$ cat src/rtl/pe_pkg.sv
// -----------------------------------------------------------------------------
// pe_pkg
// Shared definitions for the systolic PE row and its sequencer/read-out engine.
//   PE_DISABLE / PE_SINGLE / PE_CLEAR : encodings of the 2-bit PE mode bus
//   PE_DATA_W                          : width of one PE result word
//   pe_state_e                         : sequencer FSM state type
// -----------------------------------------------------------------------------
package pe_pkg;

    localparam logic [1:0] PE_DISABLE = 2'b00;
    localparam logic [1:0] PE_SINGLE  = 2'b01;
    localparam logic [1:0] PE_CLEAR   = 2'b10;

    localparam int PE_DATA_W = 32;

    typedef enum logic [2:0] {
        ST_IDLE  = 3'd0,
        ST_CLR   = 3'd1,
        ST_ACC   = 3'd2,
        ST_CAPT  = 3'd3,
        ST_DRAIN = 3'd4
    } pe_state_e;

endpackage

$ cat src/rtl/pe_result_drain.sv
// -----------------------------------------------------------------------------
// pe_result_drain
// Sequences a row of N_PE systolic PEs through clear / accumulate / hold,
// snapshots every PE result and streams the snapshots out over valid/ready.
//
// Optional feature macro: PE_RESULT_DRAIN_SAT_EN
//   defined   : out_data is the snapshot saturated (unsigned) to 16 bits
//   undefined : out_data is the raw 32-bit snapshot
//
// Ports
//   clk        in   clock
//   rst_n      in   asynchronous active-low reset
//   start      in   run request, honoured only in IDLE
//   k_len      in   operand beats to accumulate, latched on accepted start
//   mode_out   out  PE mode bus (DISABLE / SINGLE / CLEAR)
//   feed_en    out  feeder must present a new operand beat this cycle
//   pe_result  in   concatenated PE results, PE i at [32i+31:32i]
//   out_valid  out  out_data/out_idx valid
//   out_ready  in   sink accepts the word
//   out_data   out  result word
//   out_idx    out  PE index of the current word
//   busy       out  not IDLE
//   done       out  one-cycle pulse after the last word is accepted
//
// state    | meaning
// ---------+------------------------------------------------------------
// ST_IDLE  | waiting for start, PEs disabled
// ST_CLR   | one cycle of CLEAR to zero the PE accumulators
// ST_ACC   | SINGLE for k_len + N_PE - 1 cycles (operands plus skew flush)
// ST_CAPT  | one cycle, PEs hold, results copied into snapshots
// ST_DRAIN | snapshots streamed out idx 0 .. N_PE-1
// -----------------------------------------------------------------------------
module pe_result_drain
    import pe_pkg::*;
#(
    parameter int N_PE  = 4,
    parameter int IDX_W = (N_PE > 1) ? $clog2(N_PE) : 1
) (
    input  logic                      clk,
    input  logic                      rst_n,
    input  logic                      start,
    input  logic [15:0]               k_len,
    output logic [1:0]                mode_out,
    output logic                      feed_en,
    input  logic [N_PE*PE_DATA_W-1:0] pe_result,
    output logic                      out_valid,
    input  logic                      out_ready,
    output logic [PE_DATA_W-1:0]      out_data,
    output logic [IDX_W-1:0]          out_idx,
    output logic                      busy,
    output logic                      done
);

    localparam logic [16:0]      FLUSH    = 17'(N_PE - 1);
    localparam logic [IDX_W-1:0] LAST_IDX = IDX_W'(N_PE - 1);

    pe_state_e              state_q, state_d;
    logic [15:0]            k_len_q, k_len_d;
    logic [16:0]            cnt_q, cnt_d;
    logic [IDX_W-1:0]       idx_q, idx_d;
    logic                   done_q, done_d;
    logic [PE_DATA_W-1:0]   snap_q [N_PE];
    logic [PE_DATA_W-1:0]   word;

    always_ff @(posedge clk or negedge rst_n) begin
        if (!rst_n) begin
            state_q <= ST_IDLE;
            k_len_q <= '0;
            cnt_q   <= '0;
            idx_q   <= '0;
            done_q  <= 1'b0;
        end else begin
            state_q <= state_d;
            k_len_q <= k_len_d;
            cnt_q   <= cnt_d;
            idx_q   <= idx_d;
            done_q  <= done_d;
        end
    end

    always_comb begin
        state_d = state_q;
        k_len_d = k_len_q;
        cnt_d   = cnt_q;
        idx_d   = idx_q;
        done_d  = 1'b0;
        case (state_q)
            ST_IDLE: begin
                if (start) begin
                    k_len_d = k_len;
                    idx_d   = '0;
                    state_d = ST_CLR;
                end
            end
            ST_CLR: begin
                // Down-counter terminates at 0, so load L-1. Unused when k_len=0.
                cnt_d   = {1'b0, k_len_q} + FLUSH - 17'd1;
                state_d = (k_len_q == 16'd0) ? ST_CAPT : ST_ACC;
            end
            ST_ACC: begin
                if (cnt_q == 17'd0) begin
                    state_d = ST_CAPT;
                end else begin
                    cnt_d = cnt_q - 17'd1;
                end
            end
            ST_CAPT: begin
                idx_d   = '0;
                state_d = ST_DRAIN;
            end
            ST_DRAIN: begin
                if (out_ready) begin
                    if (idx_q == LAST_IDX) begin
                        idx_d   = '0;
                        done_d  = 1'b1;
                        state_d = ST_IDLE;
                    end else begin
                        idx_d = idx_q + 1'b1;
                    end
                end
            end
            default: state_d = ST_IDLE;
        endcase
    end

    always_ff @(posedge clk or negedge rst_n) begin
        if (!rst_n) begin
            for (int i = 0; i < N_PE; i++) snap_q[i] <= '0;
        end else if (state_q == ST_CAPT) begin
            for (int i = 0; i < N_PE; i++) snap_q[i] <= pe_result[i*PE_DATA_W +: PE_DATA_W];
        end
    end

    always_comb begin
        mode_out = PE_DISABLE;
        case (state_q)
            ST_CLR:  mode_out = PE_CLEAR;
            ST_ACC:  mode_out = PE_SINGLE;
            default: mode_out = PE_DISABLE;
        endcase
    end

    // Counter runs L-1 .. 0; the first k_len of those cycles are cnt >= N_PE-1.
    assign feed_en   = (state_q == ST_ACC) && (cnt_q >= FLUSH);
    assign busy      = (state_q != ST_IDLE);
    assign out_valid = (state_q == ST_DRAIN);
    assign out_idx   = idx_q;
    assign done      = done_q;
    assign word      = snap_q[idx_q];

`ifdef PE_RESULT_DRAIN_SAT_EN
    assign out_data = (word > 32'h0000_FFFF) ? 32'h0000_FFFF : word;
`else
    assign out_data = word;
`endif

endmodule
$ cat config.mk
export PLATFORM = sky130hd
export DESIGN_NAME = pe_result_drain
export DESIGN_NICKNAME = d
export VERILOG_FILES = /design/src/rtl/pe_pkg.sv /design/src/rtl/pe_result_drain.sv
export SDC_FILE = /design/constraint.sdc
export NUM_CORES = 1
export LEC_CHECK = 0
export CAP_MARGIN = 0
export CELL_PAD_IN_SITES_DETAIL_PLACEMENT = 1
export CELL_PAD_IN_SITES_GLOBAL_PLACEMENT = 2
export CORE_ASPECT_RATIO = 0.8
export CORE_UTILIZATION = 35
export CTS_CLUSTER_DIAMETER = 80
export CTS_CLUSTER_SIZE = 12
export DETAILED_ROUTE_END_ITERATION = 16
export DONT_BUFFER_PORTS = 1
export PLACE_DENSITY_LB_ADDON = 0.1
export SLEW_MARGIN = 0
export SYNTH_ARGS = -nofsm -noshare
export SYNTH_HDL_FRONTEND = slang
export SYNTH_SLANG_ARGS = --single-unit
export TNS_END_PERCENT = 1
$ cat constraint.sdc
create_clock -name clk -period 2.7 [get_ports clk]
set_input_delay 0.81 -clock clk [delete_from_list [all_inputs] [get_ports clk]]
set_output_delay 0.81 -clock clk [all_outputs]
set_load 0.02 [all_outputs]
## Yosys cells after proc, flatten, opt, wreduce, memory -nomap -nowiden

Cells that the tools add are included.

- Output and inout port bits: 40
- Bits of input ports: 148
- Flip-flop bits (word level): 167

- Magnitude comparators: 2
- Mux-type cells: 19
- Equal/unequal tests: 10
- Reduce and logical (&&, ||, !) cells: 11
- Add/sub/neg operators: 4
- Bitwise gates (word level): 1

Operator list:

| cell | number |
|---|---|
| $bmux 32 s2 | 1 |
| $mux 32 | 2 |
| $pmux 17 s2 | 1 |
| $sub 17x1->17 const B | 2 |
| $add 16x2->17 const B | 1 |
| $ge 17x2->1 const B | 1 |
| $logic_not 17->1 | 1 |
| $mux 17 | 1 |
| $logic_not 16->1 | 1 |
| $pmux 3 s5 | 1 |
| $mux 3 | 4 |
| $eq 3x2->1 const B | 2 |
| $mux 2 | 3 |
| $ne 2x2->1 const B | 3 |
| $pmux 2 s3 | 1 |
| $reduce_bool 3->1 | 2 |
| $mux 1 | 4 |
| $ne 2x1->1 const B | 2 |
| $pmux 2 s2 | 1 |
| $reduce_and 2->1 | 2 |
| $reduce_and 4->1 | 1 |
| $eq 3x1->1 const B | 1 |
| $eq 3x3->1 const B | 1 |
| $ge 3x3->1 const B | 1 |
| 7 further kinds | 7 |

## Logic depth before layout (Yosys ltp)

Gate-level depths: netlist of run 1.

- Depth after elaboration: 4
- Depth in mapped cells: 9
- Mapped depth without buffers: 8

## Least setup slack after synthesis of run 1

No wires, ideal clock.

- Path kind: register -> output
- Start: register idx_q[0], in the netlist out_idx[0]
- End: output out_data[10]
- Slack: 153 ps
- Cell stages (with the launch flop): 4
- Arrival: 1737 ps
- Buffers on the path: 2
- Cell sequence: dfrtp_1 -> clkbuf_1 -> buf_2 -> mux4_2

- Word-level cells in the longest chain between the ends: 4

Ends and longest elaborated chain:

| element | RTL line | source |
|---|---|---|
| start: declaration | pe_result_drain.sv:60 | `logic [IDX_W-1:0] idx_q, idx_d;` |
| start signal: assignment | pe_result_drain.sv:76 | `idx_q <= idx_d;` |
| $not 2->3 (not written as such) | pe_result_drain.sv:149 | `assign word = snap_q[idx_q];` |
| $bmux 32 s2 | pe_result_drain.sv:149 |  |
| $mux 32 (not written as such) (2 in a row) | pe_result_drain.sv:149 |  |
| end: declaration | pe_result_drain.sv:48 | `output logic [PE_DATA_W-1:0] out_data,` |

No other way between the ends. The select of a mux whose other input is x is not followed.

## Final worst setup path of run 1

- Start: register cnt_q[3]
- End: output feed_en

- Word-level cells in the longest chain between the ends: 2

Ends and longest elaborated chain:

| element | RTL line | source |
|---|---|---|
| start: declaration | pe_result_drain.sv:59 | `logic [16:0] cnt_q, cnt_d;` |
| start signal: assignment | pe_result_drain.sv:75 | `cnt_q <= cnt_d;` |
| $ge 17x2->1 | pe_result_drain.sv:144 | `assign feed_en = (state_q == ST_ACC) && (cnt_q >= FLUSH);` |
| $logic_and 1x1->1 | pe_result_drain.sv:144 |  |
| end: declaration | pe_result_drain.sv:44 | `output logic feed_en,` |

No other way between the ends.

==> results of run 1 <==
-- cell families (layout without fill, tap and decap cells) --
logic type / Yosys count / in the layout / synth area share
and+or+nand+nor: 96 / 96 / 0.06439
DFF: 167 / 167 / 0.5363
buffers and inverters: 43 / 56 / 0.02585
xor gates and xnor gates: 12 / 12 / 0.01349
other: 0 / 2 / 0
adders and majority gates: 5 / 5 / 0.008028
AOI/OAI and AO/OA: 63 / 63 / 0.04865
muxes: 178 / 178 / 0.3033
-- layout make-up --
cell class | count | area, µm² | area share
clock inverter | 14 | 181.4 | 0.02063
timing repair buffer | 14 | 146.4 | 0.01665
inverter | 10 | 37.54 | 0.004269
antenna | 2 | 5.005 | 0.0005692
tap | 300 | 375.4 | 0.04269
clock buffer | 18 | 429.2 | 0.04881
sequential | 167 | 4183 | 0.4757
multi-input combinational | 354 | 3435 | 0.3906
-- cells in the mapped netlist (2+ instances only) --
| cell | instances | area, µm² |
|---|---|---|
| mux4_2 | 32 | 720.7 |
| nand4_1 | 3 | 18.77 |
| nor3_1 | 10 | 50.05 |
| a31oi_1 | 2 | 12.51 |
| or2_2 | 2 | 12.51 |
| nor2_2 | 2 | 12.51 |
| dfrtp_1 | 167 | 4179 |
| o22a_1 | 2 | 17.52 |
| a41oi_1 | 2 | 17.52 |
| o21ai_0 | 20 | 100.1 |
| clkbuf_1 | 7 | 26.28 |
| o21ai_1 | 2 | 10.01 |
| a211oi_1 | 2 | 15.01 |
| a22oi_1 | 3 | 22.52 |
| nand3b_1 | 2 | 15.01 |
| nand2_1 | 20 | 75.07 |
| and4_1 | 3 | 26.28 |
| o22ai_1 | 2 | 12.51 |
| a21oi_1 | 20 | 100.1 |
| buf_4 | 2 | 15.01 |
| xor2_1 | 6 | 52.55 |
| o21ai_2 | 2 | 17.52 |
| inv_1 | 9 | 33.78 |
| mux2_2 | 145 | 1633 |
| nor4_1 | 8 | 50.05 |
| or3_1 | 3 | 18.77 |
| ha_1 | 5 | 62.56 |
| xnor2_1 | 6 | 52.55 |
| nor2_1 | 24 | 90.09 |
| nand3_1 | 11 | 55.05 |
| buf_1 | 3 | 11.26 |
| buf_2 | 19 | 95.09 |
-- metrics by stage --
| stage | power [mW] | TNS (ps) | hold slack, ps | utilization |
|---|---|---|---|---|
| after floorplan | 8.296 | 0 | 473.9 | - |
| after global placement | 9.177 | 0 | 481.4 | 0.3752 |
| after detailed placement | 9.367 | 0 | 489.9 | 0.3752 |
| after CTS | 12.00 | 0 | 51.91 | 0.4048 |
| final | 11.84 | 0 | 79.00 | 0.4055 |
| after global routing | 12.65 | -14.87 | 45.35 | 0.4055 |
-- critical path: cells and delay by family (launching register included) --
family	cells	cell delay (ps)
and+or+nand+nor	2	690
AOI/OAI and AO/OA	1	130
buffers and inverters	1	200
DFF	1	390
-- registers in the layout, indices dropped and copies added, names as in the netlist --
register,count
cnt_q,17
out_idx,2
state_q,3
snap_q,128
done,1
k_len_q,16
-- per-layer routing --
layer / up-vias / global-route usage / share of wire
li1: 2090 / - / -
met1: 2374 / 0.2365 / 0.47
met2: 142 / 0.2498 / 0.44
met3: 22 / 0.05872 / 0.072
met4: 6 / 0.05101 / 0.012
met5: - / 0 / 0.0017
-- repair_timing --
action	4_1_cts	5_1_grt
setup endpoints to repair	1	12
buffers inserted	2	0
resized for setup	4	3
hold endpoints to repair	0	0
hold buffers	0	0
pin swaps	1	1
-- worst min path at each step --
stage	end	slack [ps]	cells past startpoint
floorplan	snap_q[32]$_DFFE_PN0P_	470	1
global placement	snap_q[92]$_DFFE_PN0P_	480	1
detailed placement	snap_q[58]$_DFFE_PN0P_	490	1
CTS	snap_q[27]$_DFFE_PN0P_	50	0
global route	snap_q[27]$_DFFE_PN0P_	50	0
finish	snap_q[27]$_DFFE_PN0P_	80	0
-- power groups by stage --
stage	Clock (mW)	Sequential [mW]	Combinational [mW]
2_1_floorplan	0	4.37	3.93
3_3_place_gp	0	4.63	4.54
3_5_place_dp	0	4.72	4.65
4_1_cts	2.61	4.67	4.71
5_1_grt	2.71	4.87	5.07
6_report	2.52	4.68	4.64
==> results.json, run 1 <==
{
  "final_cell_area_mm2": 0.008792,
  "setup.reg_to_reg.worst_slack_ps": 570,
  "number_of_drc_violations_after_detailed_routing": 0,
  "top_level_ports": 188,
  "final_common_cell": "dfrtp_1",
  "ctsHtreeMaxLevel": 4,
  "fillers": 2227,
  "synth_warnings": 0,
  "start_util": 0.3594,
  "worstPathCellList": "or4_4 -> nor2_4 -> a41oi_2 -> buf_4",
  "place_hpwl_mm": 13.01,
  "p_clk_frac": 0.213,
  "quantity_of_i_o_buffers_inserted_on_ports": 0,
  "grt_first_pass_wirelength_mm": 29.28,
  "drt-initial-drc-count": 192,
  "drv_slew": 0,
  "antenna_found_initial": 5,
  "end_kind": "primary output",
  "worst_slew_margin_rel": 0.4987,
  "status": "finished, final reports clean",
  "cts_sinks": 167,
  "netlist_instances": 564,
  "fin_skew_ps": 9.775,
  "place.detailed.instances": 843,
  "routed_wl_mm": 18.64,
  "pin_count_of_the_biggest_net_entering_global_routing": 168,
  "die_h_um": 135.5,
  "synthDistinctLibCells": 50,
  "dpl_cell_area_mm2": 0.008134,
  "internal_power_mw": 7.540,
  "finish.net_count": 717,
  "holdCritPathClass": "input port to async pin",
  "crit-reg2reg-capture": "cnt_q[15]$_DFFE_PN0P_",
  "clkTransAtPathRegs_ps": 70,
  "tritoncts_clock_tree": "yes",
  "row_count": 48,
  "p_sw_mw": 4.302,
  "layout_min_cycle_time_ps": 2634,
  "drt_first_pass_iters": 4,
  "worstPathRequired_ps": 1890,
  "most-common-layout-cells": "dfrtp_1 (164), mux2_2 (145), mux4_2 (32)",
  "power.switching_fraction": 0.3633,
  "grt_pass1_vias": 5128,
  "floorplan.core_area_mm2": 0.02168,
  "grtUsageTotal": 0.1702,
  "dpl_worst_slack_ps": 325.3,
  "antenna_violating_nets_post_route": 0,
  "powerDensity_mw_per_mm2": 1347,
  "layoutNonFillerInstCount": 879,
  "clock_latency_ps": 420,
  "numCtsBuffers": 17,
  "route.vias.total": 4634,
  "cellLeakagePower_nw": 3.507,
  "mappedNetlistNets": 717,
  "timing.max_cap.violations": 0,
  "clk_path_buf_depth": 2,
  "comb_power_share": 0.391,
  "timing.critical_path.from": "cnt_q[3]$_DFFE_PN0P_",
  "postSynthRegisterBits": 167,
  "final_min_period_over_clock_period": 0.9755,
  "overflow": 0,
  "seq_power_share": 0.395,
  "layout-drive-gt1-share": 0.4177,
  "drt_wl_cell_um": 21.20,
  "hold_violations": 0,
  "dieWidth_um": 168.8,
  "timing.fmax_ghz": 0.3797,
  "worst-slew-pin-transition_ps": 752.0,
  "standard_cell_with_the_maximum_stage_delay_on_the_critical_path": "or4_4",
  "floorplan.die_area_mm2": 0.02287,
  "finalSetupViolations": 0,
  "setup.worst_path.end": "feed_en",
  "rr_worst_depth": 7,
  "main_flop_type_after_synthesis": "dfrtp_1",
  "netlist_area_mm2": 0.007792,
  "critPathLaunchType": "flip-flop",
  "synth_sequential_area_ratio": 0.5363,
  "regToRegStartpoint": "cnt_q[3]$_DFFE_PN0P_",
  "post_syn_area_per_cell_um2": 13.82,
  "rsz0062_at_grt": "yes",
  "timing.critical_path.fanout_max": 3,
  "criticalPathCategory": "flip-flop to primary output",
  "area_growth_syn_to_layout_pct": 12.83,
  "crit_path_max_incr_delay_ps": 570,
  "cts_root_buffer": "clkbuf_16",
  "vias_per_cell": 5.272,
  "post-route-worst-setup-slack_ps": 66.05,
  "share_of_flip_flops_with_an_asynchronous_set_or_reset": 1.000,
  "worst_ir_drop_vdd_v": 0.0004737,
  "worst_ep_arrival_time_ps": 1820,
  "place_congestion": 0.8133,
  "synth_enable_flop_cells": 0
}
Power figures use the tool's default switching activity.
==> run 2, diff against run 1 <==
--- a/config.mk
+++ b/config.mk
@@ -5,6 +5,7 @@
 export SDC_FILE = /design/constraint.sdc
 export NUM_CORES = 1
 export LEC_CHECK = 0
+export ABC_AREA = 1
 export CAP_MARGIN = 0
 export CELL_PAD_IN_SITES_DETAIL_PLACEMENT = 1
 export CELL_PAD_IN_SITES_GLOBAL_PLACEMENT = 2
==> run 2 against run 1 <==
Compared with the run above:
- fmax increased by 0.71%
- worst hold slack improved by 3.2 ps
- first-iteration DRC count is 31% higher
- synthesized area up 5.2%
- count of clock-buffer cells in the layout rose by 4
- synthesized cell count up 49%
- sequential power hardly changed
- register-to-register slack improved by 110 ps
- critical path depth increased by 2
- setup slack improved by 19 ps
==> results.json, run 2 <==
{
  "start_util": 0.3604,
  "cellLeakagePower_nw": 4.115,
  "place_congestion": 0.8047,
  "crit_path_max_incr_delay_ps": 450,
  "internal_power_mw": 7.511,
  "worst_ep_arrival_time_ps": 1810,
  "antenna_violating_nets_post_route": 0,
  "cts_root_buffer": "clkbuf_16",
  "setup.worst_path.end": "feed_en",
  "grt_use_met3": 0.06086,
  "standard_cell_with_the_maximum_stage_delay_on_the_critical_path": "dfrtp_1",
  "end_kind": "primary output",
  "tritoncts_clock_tree": "yes",
  "pin_count_of_the_biggest_net_entering_global_routing": 168,
  "grt.busiest_layer": "met2",
  "rsz0062_at_grt": "yes",
  "cts_hold_repair.buffers": 0,
  "drt_wl_cell_um": 19.27,
  "ys_top_cells_by_area": "dfrtp_1 (51%), mux2_2 (14%), nor2_1 (5.6%)",
  "postSynthRegisterBits": 167,
  "place.detailed.instances": 1154,
  "netlist_instances": 843,
  "worstPathCellList": "nor2_1 -> nand2_2 -> nor2_4 -> nand3_1 -> a21oi_1 -> buf_4",
  "power.switching_fraction": 0.4117,
  "timing.critical_path.fanout_max": 4,
  "worstPathRequired_ps": 1890,
  "hold_violations": 0,
  "place_hpwl_mm": 16.62,
  "ctsHtreeMaxLevel": 4,
  "grt_first_pass_wirelength_mm": 37.09,
  "ys_top_cells_by_count": "dfrtp_1 (167), nor2_1 (122), nand2_1 (120)",
  "fin_skew_ps": 7.226,
  "synth_sequential_area_ratio": 0.5098,
  "synth_enable_flop_cells": 0,
  "netlist_area_mm2": 0.008198,
  "setup.reg_to_reg.worst_slack_ps": 680,
  "dieWidth_um": 173.1,
  "dpl_worst_slack_ps": 391.5,
  "layout-drive-gt1-share": 0.2327,
  "grtUsageMet2": 0.2918,
  "critPathLaunchType": "flip-flop",
  "fillers": 2594,
  "share_of_flip_flops_with_an_asynchronous_set_or_reset": 1.000,
  "holdCritPathClass": "input port to async pin",
  "clkTransAtPathRegs_ps": 60,
  "post-synth-top-count-cell": "dfrtp_1",
  "finalSetupViolations": 0,
  "cts_sinks": 167,
  "vias_per_cell": 5.146,
  "netlist.area_leader.share": 0.5098,
  "die_h_um": 138.9,
  "clock_latency_ps": 430,
  "numCtsBuffers": 17,
  "antenna_found_initial": 6,
  "powerDensity_mw_per_mm2": 1368,
  "post_syn_area_per_cell_um2": 9.725,
  "p_clk_frac": 0.178,
  "largest_register_ffs": 128,
  "timing.fmax_ghz": 0.3823,
  "most-common-layout-cells": "dfrtp_1 (163), nand2_1 (119), nor2_1 (118)",
  "layout_min_cycle_time_ps": 2615,
  "status": "finished, final reports clean",
  "rr_worst_depth": 7,
  "quantity_of_i_o_buffers_inserted_on_ports": 0,
  "grt_util_met1": 0.2790,
  "most_flop_heavy_register": "snap_q",
  "final_min_period_over_clock_period": 0.9687,
  "mappedNetlistNets": 996,
  "row_count": 49,
  "routed_wl_mm": 22.94,
  "p_sw_mw": 5.257,
  "main_flop_type_after_synthesis": "dfrtp_1",
  "clk_path_buf_depth": 2,
  "crit-reg2reg-capture": "k_len_q[10]$_DFFE_PN0P_",
  "area_growth_syn_to_layout_pct": 13.84,
  "top_level_ports": 188,
  "grtUsageTotal": 0.1988,
  "drt_first_pass_iters": 4,
  "worst-slew-pin-transition_ps": 730.5,
  "floorplan.die_area_mm2": 0.02404,
  "drv_slew": 0,
  "comb_power_share": 0.458,
  "timing.max_cap.violations": 0,
  "worst_slew_margin_rel": 0.5118,
  "synthDistinctLibCells": 32,
  "worst_ir_drop_vdd_v": 0.0005418,
  "seq_power_share": 0.364,
  "post-route-worst-setup-slack_ps": 84.55,
  "timing.critical_path.from": "cnt_q[10]$_DFFE_PN0P_",
  "regToRegStartpoint": "state_q[1]$_DFFE_PN0P_",
  "grt_pass1_vias": 6529,
  "number_of_drc_violations_after_detailed_routing": 0,
  "overflow": 0,
  "floorplan.core_area_mm2": 0.02275,
  "finish.net_count": 1021,
  "drt-initial-drc-count": 252,
  "synth_warnings": 0,
  "post-synth-top-area-cell": "dfrtp_1",
  "layout_top_registers": "snap_q: 128 flops, cnt_q: 17 flops, k_len_q: 16 flops",
  "layoutNonFillerInstCount": 1190,
  "final_common_cell": "dfrtp_1",
  "criticalPathCategory": "flip-flop to primary output",
  "route.vias.total": 6124
}
[run 2: cells by family (layout without fill, tap and decap cells)]
logic type / count (synthesis) / count (layout) / share of synthesized area
AND/OR/NAND/NOR: 315 / 315 / 0.1630
multiplexers: 130 / 130 / 0.1790
flip-flops: 167 / 167 / 0.5098
adder cells (fa/ha/maj): 5 / 5 / 0.007631
buffers and inverters: 89 / 127 / 0.05082
XOR/XNOR: 2 / 2 / 0.002137
AO/OA/AOI/OAI: 135 / 135 / 0.08761
other: 0 / 3 / 0
[run 2: area by class of cell]
class,instances,area [µm²],area share
Antenna cell,3,7.507,0.0008044
Clock buffer,22,474.2,0.05081
Clock inverter,10,72.57,0.007776
Inverter,47,180.2,0.01931
Multi-Input combinational cell,587,3647,0.3908
Sequential cell,167,4184,0.4483
Tap cell,306,382.9,0.04102
Timing Repair Buffer,48,384.1,0.04116
[run 2: critical path, delay by kind of cell (launching register included)]
family	cells	cell delay [ps]
AOI/OAI and AO/OA	1	210
and+or+nand+nor	4	530
DFF	1	450
buffers and inverters	1	180
[run 2: worst min path at each step]
stage | startpoint | to | slack, ps | cells past startpoint
after CTS | rst_n | snap_q[92]$_DFFE_PN0P_ | 60 | 0
after floorplan | snap_q[63]$_DFFE_PN0P_ | snap_q[63]$_DFFE_PN0P_ | 460 | 1
after global routing | rst_n | snap_q[92]$_DFFE_PN0P_ | 50 | 0
final | rst_n | snap_q[92]$_DFFE_PN0P_ | 80 | 0
after global placement | snap_q[78]$_DFFE_PN0P_ | snap_q[78]$_DFFE_PN0P_ | 470 | 1
after detailed placement | snap_q[80]$_DFFE_PN0P_ | snap_q[80]$_DFFE_PN0P_ | 480 | 1
[run 2: power groups by stage]
stage	clock network [mW]	logic [mW]	registers [mW]
after global routing	2.46	6.48	4.82
after CTS	2.35	5.89	4.62
after global placement	0	5.65	4.61
after detailed placement	0	5.80	4.68
final	2.27	5.85	4.65
after floorplan	0	4.23	4.35
[run 2: per-stage QoR]
step	power (mW)	cell area (µm²)	utilization	hold WS, ps	setup TNS [ps]
6_report	12.77	9333	0.4103	82.22	0
5_1_grt	13.76	9330	0.4102	49.30	-47.22
4_1_cts	12.85	9278	0.4079	55.28	0
3_5_place_dp	10.48	8715	0.3831	477.5	0
3_3_place_gp	10.26	8715	0.3831	467.6	0
2_1_floorplan	8.579	8198	-	458.7	0
[run 2: what timing repair did]
item | in CTS | in global routing
buffers inserted | 1 | 0
gates resized for setup | 3 | 14
endpoints found under the hold margin | 0 | 0
setup endpoints to repair | 17 | 19
[run 2: metal layers]
metal | share of wire | up-vias
li1 | - | 2901
met1 | 0.48 | 3047
met2 | 0.44 | 143
met3 | 0.058 | 27
met4 | 0.015 | 6
met5 | 0.0017 | -
==> run 3, diff against run 2 <==
--- a/config.mk
+++ b/config.mk
@@ -15,6 +15,7 @@
 export CTS_CLUSTER_SIZE = 12
 export DETAILED_ROUTE_END_ITERATION = 16
 export DONT_BUFFER_PORTS = 1
+export GPL_TIMING_DRIVEN = 0
 export PLACE_DENSITY_LB_ADDON = 0.1
 export SLEW_MARGIN = 0
 export SYNTH_ARGS = -nofsm -noshare
==> constraint.sdc (replaced) <==
create_clock -name clk -period 2.6 [get_ports clk]
set_input_delay 0.78 -clock clk [delete_from_list [all_inputs] [get_ports clk]]
set_output_delay 0.78 -clock clk [all_outputs]
set_load 0.02 [all_outputs]
==> run 3 against run 2 <==
Compared with the run above:
- the run now ends with setup timing left
- register-to-register slack better by 30 ps
- critical path depth shrank 1
- non-clock buffer count up 6
- sequential power increased by 5.4%
- count of clock-buffer cells in the layout shrank 1
- combinational power up 24%
- via count increased by 2.6%
==> results.json, run 3 (synthesized netlist as in run 2, its figures left out) <==
{
  "clk_path_buf_depth": 2,
  "place_congestion": 0.8149,
  "crit_path_max_incr_delay_ps": 490,
  "crit_family": "flip-flops",
  "tritoncts_clock_tree": "yes",
  "largest_register_ffs": 128,
  "critical_path_cell_count": 5,
  "violations": "setup timing",
  "rr_worst_depth": 9,
  "worstPathCellList": "buf_8 -> inv_8 -> clkbuf_4 -> o21ai_0 -> o22ai_4",
  "powerDensity_mw_per_mm2": 1456,
  "row_count": 49,
  "grt_first_pass_wirelength_mm": 41.14,
  "timing.fmax_ghz": 0.3808,
  "cts_hold_repair.buffers": 0,
  "routed_wl_mm": 26.32,
  "worst_slew_margin_rel": 0.6508,
  "path_buf_inv": 3,
  "fin_util": 0.4441,
  "clock_latency_ps": 440,
  "vias_per_cell": 5.248,
  "ctsHtreeMaxLevel": 4,
  "grtUsageTotal": 0.2251,
  "fin_skew_ps": 13.46,
  "antenna_violating_nets_post_route": 0,
  "cts_sinks": 167,
  "standard_cell_with_the_maximum_stage_delay_on_the_critical_path": "dfrtp_2",
  "timing.max_cap.violations": 0,
  "drt-initial-drc-count": 359,
  "holdCritPathClass": "input port to async pin",
  "rsz0062_at_grt": "yes",
  "setup.reg_to_reg.worst_slack_ps": 710,
  "most-common-layout-cells": "dfrtp_1 (165), nand2_1 (119), mux2_2 (100)",
  "worst_ir_drop_vdd_v": 0.0006077,
  "worst-slew-pin-transition_ps": 521.0,
  "antenna_found_initial": 6,
  "layout_top_registers": "snap_q: 128 flops, cnt_q: 17 flops, k_len_q: 16 flops",
  "numCtsBuffers": 17,
  "quantity_of_i_o_buffers_inserted_on_ports": 0,
  "layout-drive-gt1-share": 0.3134,
  "place_hpwl_mm": 18.84,
  "final_hold_slack_ps": 46.53,
  "final_common_cell": "dfrtp_1",
  "hold_violations": 0,
  "dieWidth_um": 173.1,
  "report.power.total_mw": 14.70,
  "drt_first_pass_iters": 5,
  "worst_ep_arrival_time_ps": 1850,
  "post-route-worst-setup-slack_ps": -26.24,
  "worstPathRequired_ps": 1820,
  "drv_slew": 0,
  "criticalPathCategory": "flip-flop to primary output",
  "cellLeakagePower_nw": 4.323,
  "clkTransAtPathRegs_ps": 70,
  "floorplan.die_area_mm2": 0.02404,
  "layout_min_cycle_time_ps": 2626,
  "finish.net_count": 1027,
  "dpl_worst_slack_ps": -346.4,
  "drt_wl_cell_um": 21.98,
  "dpl_cell_area_mm2": 0.008581,
  "overflow": 0,
  "critPathLaunchType": "flip-flop",
  "floorplan.core_area_mm2": 0.02275,
  "cts_root_buffer": "clkbuf_16",
  "pin_count_of_the_biggest_net_entering_global_routing": 168,
  "timing.critical_path.fanout_max": 10,
  "number_of_drc_violations_after_detailed_routing": 0,
  "regToRegStartpoint": "cnt_q[0]$_DFFE_PN0P_",
  "top_level_ports": 188,
  "final_cell_area_mm2": 0.01010,
  "grt_pass1_vias": 6933,
  "final_min_period_over_clock_period": 1.010,
  "most_flop_heavy_register": "snap_q",
  "route.vias.total": 6282,
  "finalSetupViolations": 17,
  "end_kind": "primary output",
  "crit-reg2reg-capture": "cnt_q[4]$_DFFE_PN0P_",
  "start_util": 0.3604,
  "status": "complete, but fails checks",
  "area_growth_syn_to_layout_pct": 23.21,
  "timing.critical_path.from": "out_idx[0]$_DFFE_PN0P_",
  "die_h_um": 138.9
}
==> run 3: cell types whose count changed in the layout (fill, tap and decap cells not counted), moves of 8 or more <==
cell / delta
nor2_2: +28
o22ai_4: +28
o21ai_1: +30
nor2_1: -26
clkbuf_4: +8
o22ai_1: -32
o21ai_0: -40
buf_4: -27
==> run 3: how the worst max path moves through the flow <==
stage,endpoint
global route,out_data[22]
detailed placement,out_data[26]
finish,out_data[11]
global placement,out_data[25]
CTS,out_data[22]
floorplan,out_data[25]
==> run 3: area by class of cell <==
cell class	instances	area (µm²)
clock inverter	11	123.9
timing repair buffer	12	188.9
inverter	47	186.4
antenna	4	10.01
sequential	167	4182
tap	306	382.9
fill	2505	12640
clock buffer	21	460.4
multi-input combinational	587	4177
buffer	42	390.4
==> run 3: what timing repair did <==
| action | CTS | global route |
|---|---|---|
| cloned | 3 | 2 |
| pin swaps | 31 | 23 |
| setup endpoints to repair | 34 | 34 |
| buffers inserted | 7 | 0 |
| resized for setup | 133 | 79 |
==> run 3: power by group <==
group	switching (mW)	leakage (nW)	internal [mW]
Clock	1.11	0.268	1.46
Combinational	4.19	2.10	3.03
Sequential	0.971	1.95	3.93
Total	6.28	4.32	8.43
==> run 3: per-stage QoR <==
stage / TNS (ps) / std cells
2_1_floorplan: 0 / 843
3_3_place_gp: -5298 / 1149
3_5_place_dp: -5648 / 1149
4_1_cts: -520.3 / 1191
5_1_grt: -1916 / 1197
6_report: -214.0 / 1197
==> run 3: metal layers <==
layer	vias to the layer above	part of all wire	track usage
met4	2	0.012	0.05915
met5	-	0.00049	0
met3	20	0.059	0.06716
met1	3173	0.47	0.3130
met2	162	0.45	0.3410
li1	2925	-	-
